--- src/rtl/vga_pattern_gen.sv ---
// vga_pattern_gen: parametrised VGA timing and test-pattern generator; define VGA_SCROLL_EN to scroll patterns one pixel per frame.
module vga_pattern_gen #(
  parameter int H_ACTIVE = 640,
  parameter int H_FP = 16,
  parameter int H_SYNC = 96,
  parameter int H_BP = 48,
  parameter int V_ACTIVE = 480,
  parameter int V_FP = 10,
  parameter int V_SYNC = 2,
  parameter int V_BP = 33,
  parameter bit HS_POL = 1'b0,
  parameter bit VS_POL = 1'b0,
  parameter int CW = 11,
  parameter int SQ_LOG2 = 5
) (
  input  logic          CLK_24M,
  input  logic          RST_N,
  input  logic [1:0]    MODE,
  output logic [2:0]    VGA_RGB,
  output logic          HSYNC,
  output logic          VSYNC,
  output logic          DE,
  output logic          FRAME_START,
  output logic [CW-1:0] HCOUNT,
  output logic [CW-1:0] VCOUNT
);
  localparam int H_TOTAL = H_ACTIVE + H_FP + H_SYNC + H_BP;
  localparam int V_TOTAL = V_ACTIVE + V_FP + V_SYNC + V_BP;
  logic [CW-1:0] hcount, vcount, xs, ys;
  logic [1:0] mode_q, mode_eff;
  logic [31:0] bidx;
  logic [2:0] bar, rgb_d;
  logic h_end, v_end, origin, active, hs_act, vs_act, ybit;
  assign HCOUNT = hcount;
  assign VCOUNT = vcount;
  assign h_end = hcount == CW'(H_TOTAL - 1);
  assign v_end = vcount == CW'(V_TOTAL - 1);
  assign origin = hcount == '0 && vcount == '0;
  assign active = hcount < CW'(H_ACTIVE) && vcount < CW'(V_ACTIVE);
  assign hs_act = hcount >= CW'(H_ACTIVE + H_FP) && hcount < CW'(H_ACTIVE + H_FP + H_SYNC);
  assign vs_act = vcount >= CW'(V_ACTIVE + V_FP) && vcount < CW'(V_ACTIVE + V_FP + V_SYNC);
  // The frame's mode is taken at (0,0) so pixel (0,0) already shows it
  assign mode_eff = origin ? MODE : mode_q;
`ifdef VGA_SCROLL_EN
  logic [7:0] frame_cnt;
  always_ff @(posedge CLK_24M or negedge RST_N)
    if (!RST_N) frame_cnt <= '0;
    else if (h_end && v_end) frame_cnt <= frame_cnt + 1'b1;
  assign xs = hcount + CW'(frame_cnt);
  assign ys = vcount + CW'(frame_cnt);
`else
  assign xs = hcount;
  assign ys = vcount;
`endif
  always_comb begin
    bidx = 32'(hcount >> 6) % 32'(CW);
    ybit = 1'(ys >> bidx);
    bar = 3'((32'(xs) * 32'd8) / 32'(H_ACTIVE));
    rgb_d = mode_eff == 2'b00 ? {3{ybit}} :
            mode_eff == 2'b01 ? bar :
            mode_eff == 2'b10 ? {3{xs[SQ_LOG2] ^ vcount[SQ_LOG2]}} : 3'b111;
  end
  always_ff @(posedge CLK_24M or negedge RST_N)
    if (!RST_N) begin
      hcount <= '0;
      vcount <= '0;
      mode_q <= '0;
    end else begin
      hcount <= h_end ? '0 : hcount + 1'b1;
      if (h_end) vcount <= v_end ? '0 : vcount + 1'b1;
      mode_q <= mode_eff;
    end
  always_ff @(posedge CLK_24M or negedge RST_N)
    if (!RST_N) begin
      VGA_RGB <= '0;
      DE <= 1'b0;
      HSYNC <= ~HS_POL;
      VSYNC <= ~VS_POL;
      FRAME_START <= 1'b0;
    end else begin
      VGA_RGB <= active ? rgb_d : '0;
      DE <= active;
      HSYNC <= hs_act ? HS_POL : ~HS_POL;
      VSYNC <= vs_act ? VS_POL : ~VS_POL;
      FRAME_START <= origin;
    end
endmodule

--- config.mk ---
export PLATFORM = sky130hd
export DESIGN_NAME = vga_pattern_gen
export DESIGN_NICKNAME = d
export VERILOG_FILES = /design/src/rtl/vga_pattern_gen.sv
export SDC_FILE = /design/constraint.sdc
export NUM_CORES = 1
export LEC_CHECK = 0
export CAP_MARGIN = 20
export CORE_MARGIN = 4
export CORE_UTILIZATION = 45
export DETAILED_ROUTE_END_ITERATION = 6
export PLACE_DENSITY = 0.66
export SYNTH_ARGS = -nofsm -noshare
export SYNTH_HDL_FRONTEND = slang
export SYNTH_SLANG_ARGS = --single-unit
--- constraint.sdc ---
create_clock -name CLK_24M -period 4.05 [get_ports CLK_24M]
set_clock_uncertainty 0.2 [all_clocks]
set_input_delay 0.405 -clock CLK_24M [delete_from_list [all_inputs] [get_ports CLK_24M]]
set_output_delay 0.405 -clock CLK_24M [all_outputs]
set_load 0.005 [all_outputs]
==> insert_results.sql, run 1 <==
INSERT INTO impl_metrics (metric_group, metric, value, unit) VALUES
('status', 'outcome', 'finished, final reports clean', ''),
('detailed_routing', 'dr_wl_met3', '550', 'um'),
('floorplan', 'dieArea', '7670', 'um^2'),
('cells_and_area', 'design.final.nets', '400', ''),
('detailed_routing', 'met2WireLength', '3660', 'um'),
('detailed_routing', 'vias_per_cell', '6.24', ''),
('logic_synthesis', 'synth-seq-cells', '31', ''),
('sta', 'report.final.setup_viol', '0', ''),
('detailed_routing', 'drt-pass1-iter-count', '5', ''),
('placement', 'hpwlAfterDp', '5960', 'um'),
('pwr', 'ir_worst_vdd', '0.186', 'mV'),
('cells_and_area', 'area.growth.synth_to_final', '19.2', '%'),
('worst_hold_path', 'timing.hold.worst.class', 'input pin to asynchronous set/reset pin', ''),
('pwr', 'net-switching-power', '0.130', 'mW'),
('clock_tree', 'cts_setup_buffers', '0', ''),
('worst_setup_path', 'crit-reg2reg-launch', 'HCOUNT[7]$_DFF_PN0_', ''),
('clock_tree', 'clock_transition_at_the_register_clock_pins_on_the_worst_setup_and_hold_paths_after_cts', '0.07', 'ns'),
('global_route', 'wire_length_of_the_first_global_routing_pass', '13400', 'um'),
('logic_synthesis', 'yosys_warnings', '0', ''),
('floorplan', 'floorplan.initialDensity', '0.473', ''),
('cells_and_area', 'final_cell_mix', '35 x nand2_1, 32 x clkdlybuf4s50_1, 29 x dfrtp_1, 29 x nor2_1, 19 x nand3_1', ''),
('cells_and_area', 'finalInstanceArea', '3390', 'um^2'),
('job', 'drv_cap', '0', ''),
('clock_tree', 'cts.hold.buffers_added', '0', ''),
('global_route', 'first_global_vias', '2758', ''),
('global_route', 'antenna_found_initial', '0', ''),
('logic_synthesis', 'ys_types', '71', ''),
('detailed_routing', 'drtIter0Drc', '190', ''),
('clock_tree', 'htree_levels', '2', ''),
('clock_tree', 'max-clock-path-buffers', '2', ''),
('pwr', 'combinationalPowerShare', '0.035', ''),
('global_route', 'globalRouteTotalUtil', '0.219', ''),
('sta', 'worst_slew_margin_rel', '0.568', ''),
('floorplan', 'die_w', '87.6', 'um'),
('cells_and_area', 'fraction_of_layout_cells_with_a_size_suffix_above_1', '0.114', ''),
('logic_synthesis', 'synth_enable_flop_cells', '0', ''),
('sta', 'fin_tns_setup', '0', 'ns'),
('logic_synthesis', 'ys_seq_area_frac', '0.273', ''),
('clock_tree', 'cts_inserted_buffers', '5', ''),
('sta', 'maxClockFrequency', '267', 'MHz'),
('sta', 'grt_setup_unrepaired', 'no', ''),
('pwr', 'power_switching_share', '0.214', ''),
('placement', 'gpl.final_weighted_congestion', '0.954', ''),
('detailed_routing', 'vias', '2871', ''),
('clock_tree', 'cell_at_the_root_of_the_clock_tree', 'clkbuf_8', ''),
('pwr', 'sequentialPowerShare', '0.516', ''),
('detailed_routing', 'route.detailed.wl_per_inst', '17.5', 'um'),
('worst_setup_path', 'worstSetupStartpointType', 'register', ''),
('logic_synthesis', 'synth_fp_nets', '367', ''),
('worst_setup_path', 'worstPathArrival', '3.69', 'ns'),
('worst_setup_path', 'worstSetupEndpointType', 'register', ''),
('logic_synthesis', 'flip_flop_cell_with_the_highest_count_after_synthesis', 'dfrtp_1', ''),
('clock_tree', 'clkLatencyLatePin', '0.28', 'ns'),
('worst_setup_path', 'worst_ep_required_time', '3.99', 'ns'),
('placement', 'placed_cell_area', '3280', 'um^2'),
('worst_setup_path', 'cp_max_fo', '12', ''),
('logic_synthesis', 'postSynth.asyncResetShare', '1.00', ''),
('floorplan', 'chipHeight', '87.6', 'um'),
('floorplan', 'placementRows', '28', ''),
('clock_tree', 'tritoncts_num_sinks', '31', ''),
('logic_synthesis', 'synth_cells', '351', ''),
('placement', 'placement.io_buffers', '32', ''),
('pwr', 'p_int', '0.478', 'mW'),
('detailed_routing', 'routed.top_layer', 'met4', ''),
('detailed_routing', 'post_route_met1_wirelength', '3610', 'um'),
('pwr', 'powerDensity', '179', 'nW/um^2'),
('cells_and_area', 'layout.filler_cells', '582', ''),
('sta', 'finalHoldViolations', '0', ''),
('worst_setup_path', 'critical_path_class', 'register to register', ''),
('detailed_routing', 'routed_wire_length', '8070', 'um'),
('sta', 'final_min_period_over_clock_period', '0.926', '');
[cells in the mapped netlist (3+ instances only)]
library cell / count / area, um^2
or4_1: 3 / 22.5
nor3_1: 8 / 40.0
inv_2: 4 / 15.0
a211oi_1: 5 / 37.5
a31oi_1: 9 / 56.3
buf_2: 6 / 30.0
a21oi_1: 15 / 75.1
nor2b_1: 4 / 25.0
nor4_1: 7 / 43.8
o21a_1: 5 / 37.5
o22ai_1: 4 / 25.0
nand4_1: 5 / 31.3
buf_1: 3 / 11.3
o211ai_1: 6 / 45.0
nand3_1: 19 / 95.1
clkbuf_1: 10 / 37.5
mux2i_1: 7 / 70.1
ha_1: 12 / 150
o31ai_1: 5 / 37.5
o21ai_0: 18 / 90.1
nand2_1: 35 / 131
nand2b_1: 6 / 37.5
inv_1: 11 / 41.3
o21ai_1: 3 / 15.0
xnor2_1: 17 / 149
and2_1: 3 / 18.8
nor2_1: 29 / 109
xor2_1: 3 / 26.3
dfrtp_1: 29 / 726
[kinds of logic after synthesis]
family / after synthesis / share of synthesized area
multiplexers: 11 / 0.0404
XOR/XNOR: 20 / 0.0615
AND/OR/NAND/NOR: 134 / 0.240
buffers and inverters: 36 / 0.0527
adder cells (fa/ha/maj): 12 / 0.0527
flip-flops: 31 / 0.273
AO/OA/AOI/OAI: 107 / 0.279
[layer usage]
layer / track usage / vias to the layer above
met5: 0 / -
met3: 0.0395 / 20
met2: 0.339 / 136
met1: 0.301 / 1334
li1: - / 1381
met4: 0.0921 / 0
[what timing repair did]
action / 4_1_cts / 5_1_grt
resized for setup: 0 / 2
endpoints found under the hold margin: 0 / 0
setup endpoints to repair: 0 / 3
[power by group through the flow]
stage               Clock [mW]  Combinational (mW)  Sequential [mW]
finish                   0.273              0.0212            0.314
CTS                      0.278              0.0220            0.314
global route             0.292              0.0243            0.314
floorplan                    0             0.00542            0.320
global placement             0              0.0215            0.320
detailed placement           0              0.0220            0.320
[worst paths after layout]
path,endpoint,slack (ns),cells past startpoint
worst max-delay path,VGA_RGB[0]$_DFF_PN0_,0.30,11
max in group asynchronous,HSYNC$_DFF_PN1_,3.02,2
worst max register to register,VGA_RGB[0]$_DFF_PN0_,0.30,11
worst min-delay path,VCOUNT[3]$_DFFE_PN0N_,0.30,2
min in group CLK_24M,mode_q[0]$_DFF_PN0_,0.33,1
worst min register to register,mode_q[0]$_DFF_PN0_,0.33,1
[area by class of cell]
| type | count | share of cell area |
|---|---|---|
| clock buffers | 7 | 0.0284 |
| clock inverters | 1 | 0.00221 |
| inverters | 16 | 0.0177 |
| multi-input cells | 284 | 0.569 |
| flip-flops and latches | 31 | 0.229 |
| well taps | 75 | 0.0277 |
| repair buffers | 46 | 0.125 |
[registers in the layout, summed over array words and instances, names as in the netlist]
signal and flops:
DE 1, FRAME_START 1, HCOUNT 11, HSYNC 1, VCOUNT 11, VGA_RGB 3
VSYNC 1, mode_q 2
[worst max-delay path, cell delays in order, from the launching register on]
cell	delay [ns]
dfrtp_1	0.45
inv_2	0.23
ha_1	0.25
nor3b_2	0.41
nor3_1	0.16
o31a_1	0.46
a2111oi_4	0.52
a31oi_1	0.08
o211ai_1	0.17
nand3_1	0.13
a2111oi_2	0.41
a31oi_1	0.14
[through the flow]
step	utilization	setup slack, ns	instances	total power, mW
floorplan	-	0.515	351	0.325
global placement	0.544	0.455	452	0.341
detailed placement	0.544	0.346	452	0.342
CTS	0.561	0.320	460	0.614
global route	0.563	0.0143	460	0.630
finish	0.563	0.298	460	0.608
(Power assumes the default switching activity.)
==> run 2, diff against run 1 <==
--- a/config.mk
+++ b/config.mk
@@ -6,7 +6,6 @@
 export NUM_CORES = 1
 export LEC_CHECK = 0
 export CAP_MARGIN = 20
-export CORE_MARGIN = 4
 export CORE_UTILIZATION = 45
 export DETAILED_ROUTE_END_ITERATION = 6
 export PLACE_DENSITY = 0.66
==> run 2 against run 1 <==
Critical path depth rose by 2. Cell area fell by 0.59%. Sequential share of layout area increased by 0.14 points. Clock-buffer cell count unchanged. Non-clock buffer count is 1 lower. Sequential power is essentially flat. Register-to-register slack lost 0.02 ns. First-iteration DRC count up 27%. Die area fell by 13%. Largest cell class unchanged. Largest power group unchanged. Highest routed layer unchanged.
==> insert_results.sql, run 2 (synthesis results as in run 1) <==
INSERT INTO impl_metrics (metric_group, metric, value, unit) VALUES
('status', 'outcome', 'finished, final reports clean', ''),
('detailed_routing', 'vias', '2905', ''),
('sta', 'finalHoldWorstSlack', '0.302', 'ns'),
('placement', 'pre_cts_slack', '0.363', 'ns'),
('job', 'drv_cap', '0', ''),
('sta', 'final_min_period_over_clock_period', '0.932', ''),
('pwr', 'total_leakage_power', '1.31', 'nW'),
('clock_tree', 'clkLatencyLatePin', '0.29', 'ns'),
('pwr', 'ir_worst_vdd', '0.180', 'mV'),
('cells_and_area', 'diodes', '0', ''),
('clock_tree', 'clock_transition_at_the_register_clock_pins_on_the_worst_setup_and_hold_paths_after_cts', '0.07', 'ns'),
('global_route', 'grt-ovfl-total', '0', ''),
('floorplan', 'die_w', '81.6', 'um'),
('clock_tree', 'cts_inserted_buffers', '5', ''),
('worst_setup_path', 'worstSetupEndpointType', 'register', ''),
('clock_tree', 'max-clock-path-buffers', '2', ''),
('worst_setup_path', 'worstSetupStartpointType', 'register', ''),
('cells_and_area', 'layout_commonest_cell', 'nand2_1', ''),
('cells_and_area', 'design.final.nets', '399', ''),
('global_route', 'globalRouteTotalUtil', '0.256', ''),
('global_route', 'first_global_vias', '2669', ''),
('sta', 'worst_slew_margin_rel', '0.536', ''),
('worst_hold_path', 'timing.hold.worst.class', 'input pin to asynchronous set/reset pin', ''),
('cells_and_area', 'final_cell_mix', '35 x nand2_1, 32 x clkdlybuf4s50_1, 29 x dfrtp_1, 29 x nor2_1, 19 x nand3_1', ''),
('detailed_routing', 'route.detailed.drc', '0', ''),
('cells_and_area', 'area.growth.synth_to_final', '18.5', '%'),
('worst_setup_path', 'worst_ep_required_time', '3.99', 'ns'),
('sta', 'min_period', '3.78', 'ns'),
('floorplan', 'placementRows', '28', ''),
('sta', 'finalMaxSlewViolations', '0', ''),
('clock_tree', 'cts.hold.buffers_added', '0', ''),
('detailed_routing', 'drt-pass1-iter-count', '5', ''),
('sta', 'layout_setup_ws', '0.275', 'ns'),
('detailed_routing', 'route.detailed.wl_per_inst', '17.2', 'um'),
('sta', 'maxClockFrequency', '265', 'MHz'),
('sta', 'report.final.setup_viol', '0', ''),
('clock_tree', 'tritoncts_num_sinks', '31', ''),
('sta', 'finalHoldViolations', '0', ''),
('cells_and_area', 'multi_input_area', '1920', 'um^2'),
('floorplan', 'dieArea', '6650', 'um^2'),
('detailed_routing', 'drtIter0Drc', '241', ''),
('clock_tree', 'cts_resized', '0', ''),
('sta', 'fin_tns_setup', '0', 'ns'),
('placement', 'hpwlAfterDp', '5710', 'um'),
('worst_setup_path', 'critical_path_class', 'register to register', ''),
('detailed_routing', 'vias_per_cell', '6.33', ''),
('placement', 'gpl.final_weighted_congestion', '0.926', ''),
('cells_and_area', 'layout.filler_cells', '578', ''),
('global_route', 'wire_length_of_the_first_global_routing_pass', '13200', 'um'),
('global_route', 'grt_start_max_net_pins', '32', ''),
('cells_and_area', 'fraction_of_layout_cells_with_a_size_suffix_above_1', '0.109', ''),
('sta', 'worstMarginPinSlew', '0.690', 'ns'),
('floorplan', 'chipHeight', '81.6', 'um'),
('worst_setup_path', 'worst-r2r-setup-slack', '0.27', 'ns'),
('worst_setup_path', 'worstPathArrival', '3.72', 'ns'),
('floorplan', 'floorplan.initialDensity', '0.473', ''),
('cells_and_area', 'final_core_utilization', '0.560', ''),
('worst_setup_path', 'cp_max_fo', '6', ''),
('detailed_routing', 'routed_wire_length', '7890', 'um'),
('cells_and_area', 'finalInstanceArea', '3370', 'um^2'),
('global_route', 'antenna_found_initial', '0', ''),
('placement', 'placed_cell_area', '3270', 'um^2'),
('pwr', 'powerDensity', '180', 'nW/um^2'),
('placement', 'placement.io_buffers', '32', ''),
('clock_tree', 'cell_at_the_root_of_the_clock_tree', 'clkbuf_8', ''),
('clock_tree', 'htree_levels', '2', ''),
('detailed_routing', 'ant_nets', '0', ''),
('sta', 'grt_setup_unrepaired', 'no', ''),
('cells_and_area', 'register_area', '778', 'um^2'),
('clock_tree', 'cts_setup_buffers', '0', ''),
('clock_tree', 'tritoncts', 'built', ''),
('floorplan', 'placeableCoreArea', '6030', 'um^2'),
('floorplan', 'ioPinCount', '33', '');
==> run 2: changes by cell type in the layout (fill, tap and decap cells not counted), sizes merged <==
| cell | before | now |
|---|---|---|
| buf | 14 | 13 |
==> run 2: worst paths after layout <==
| kind | endpoint | cells past startpoint | from |
|---|---|---|---|
| min in group CLK_24M | mode_q[0]$_DFF_PN0_ | 1 | mode_q[0]$_DFF_PN0_ |
| min | HCOUNT[7]$_DFF_PN0_ | 2 | RST_N |
| min reg2reg | mode_q[0]$_DFF_PN0_ | 1 | mode_q[0]$_DFF_PN0_ |
| max | VGA_RGB[1]$_DFF_PN0_ | 13 | HCOUNT[7]$_DFF_PN0_ |
| max in group asynchronous | VSYNC$_DFF_PN1_ | 2 | RST_N |
| max reg2reg | VGA_RGB[1]$_DFF_PN0_ | 13 | HCOUNT[7]$_DFF_PN0_ |
==> run 2: routing by layer <==
metal,global-route usage,routed length (um),up-vias
li1,-,-,1374
met1,0.342,3570,1385
met2,0.412,3630,122
met3,0.0300,442,24
met4,0.114,241,0
met5,0,0,-
==> run 2: critical path, cell delays in order (launching register included) <==
cell,delay (ns)
dfrtp_1,0.45
ha_1,0.26
or2_1,0.21
o21ai_0,0.11
a21oi_1,0.25
inv_1,0.09
ha_1,0.23
a211oi_2,0.31
o21a_1,0.29
o21a_1,0.17
mux2_1,0.33
o311a_1,0.34
a31oi_1,0.30
a21oi_1,0.07
==> run 2: power by group <==
part | switching, mW | internal [mW]
Combinational | 0.0107 | 0.0102
Clock | 0.119 | 0.154
Sequential | 0.000960 | 0.313
Total | 0.131 | 0.478
==> run 2: area by class of cell <==
cell class / count / share of cell area
clock inverter: 1 / 0.00223
sequential: 31 / 0.231
inverter: 16 / 0.0178
clock buffer: 7 / 0.0286
tap: 75 / 0.0278
timing repair buffer: 45 / 0.124
multi-input combinational: 284 / 0.569
==> run 2: per-stage QoR <==
| stage | power [mW] | std cells |
|---|---|---|
| after detailed placement | 0.341 | 451 |
| after floorplan | 0.325 | 351 |
| final | 0.609 | 459 |
| after global placement | 0.341 | 451 |
| after global routing | 0.630 | 459 |
| after CTS | 0.616 | 459 |
==> run 3, diff against run 2 <==
--- a/config.mk
+++ b/config.mk
@@ -7,6 +7,7 @@
 export LEC_CHECK = 0
 export CAP_MARGIN = 20
 export CORE_UTILIZATION = 45
+export CTS_CLUSTER_SIZE = 25
 export DETAILED_ROUTE_END_ITERATION = 6
 export PLACE_DENSITY = 0.66
 export SYNTH_ARGS = -nofsm -noshare
==> results of run 3 <==
The final DEF is identical to that of run 2; final timing and power are the same.
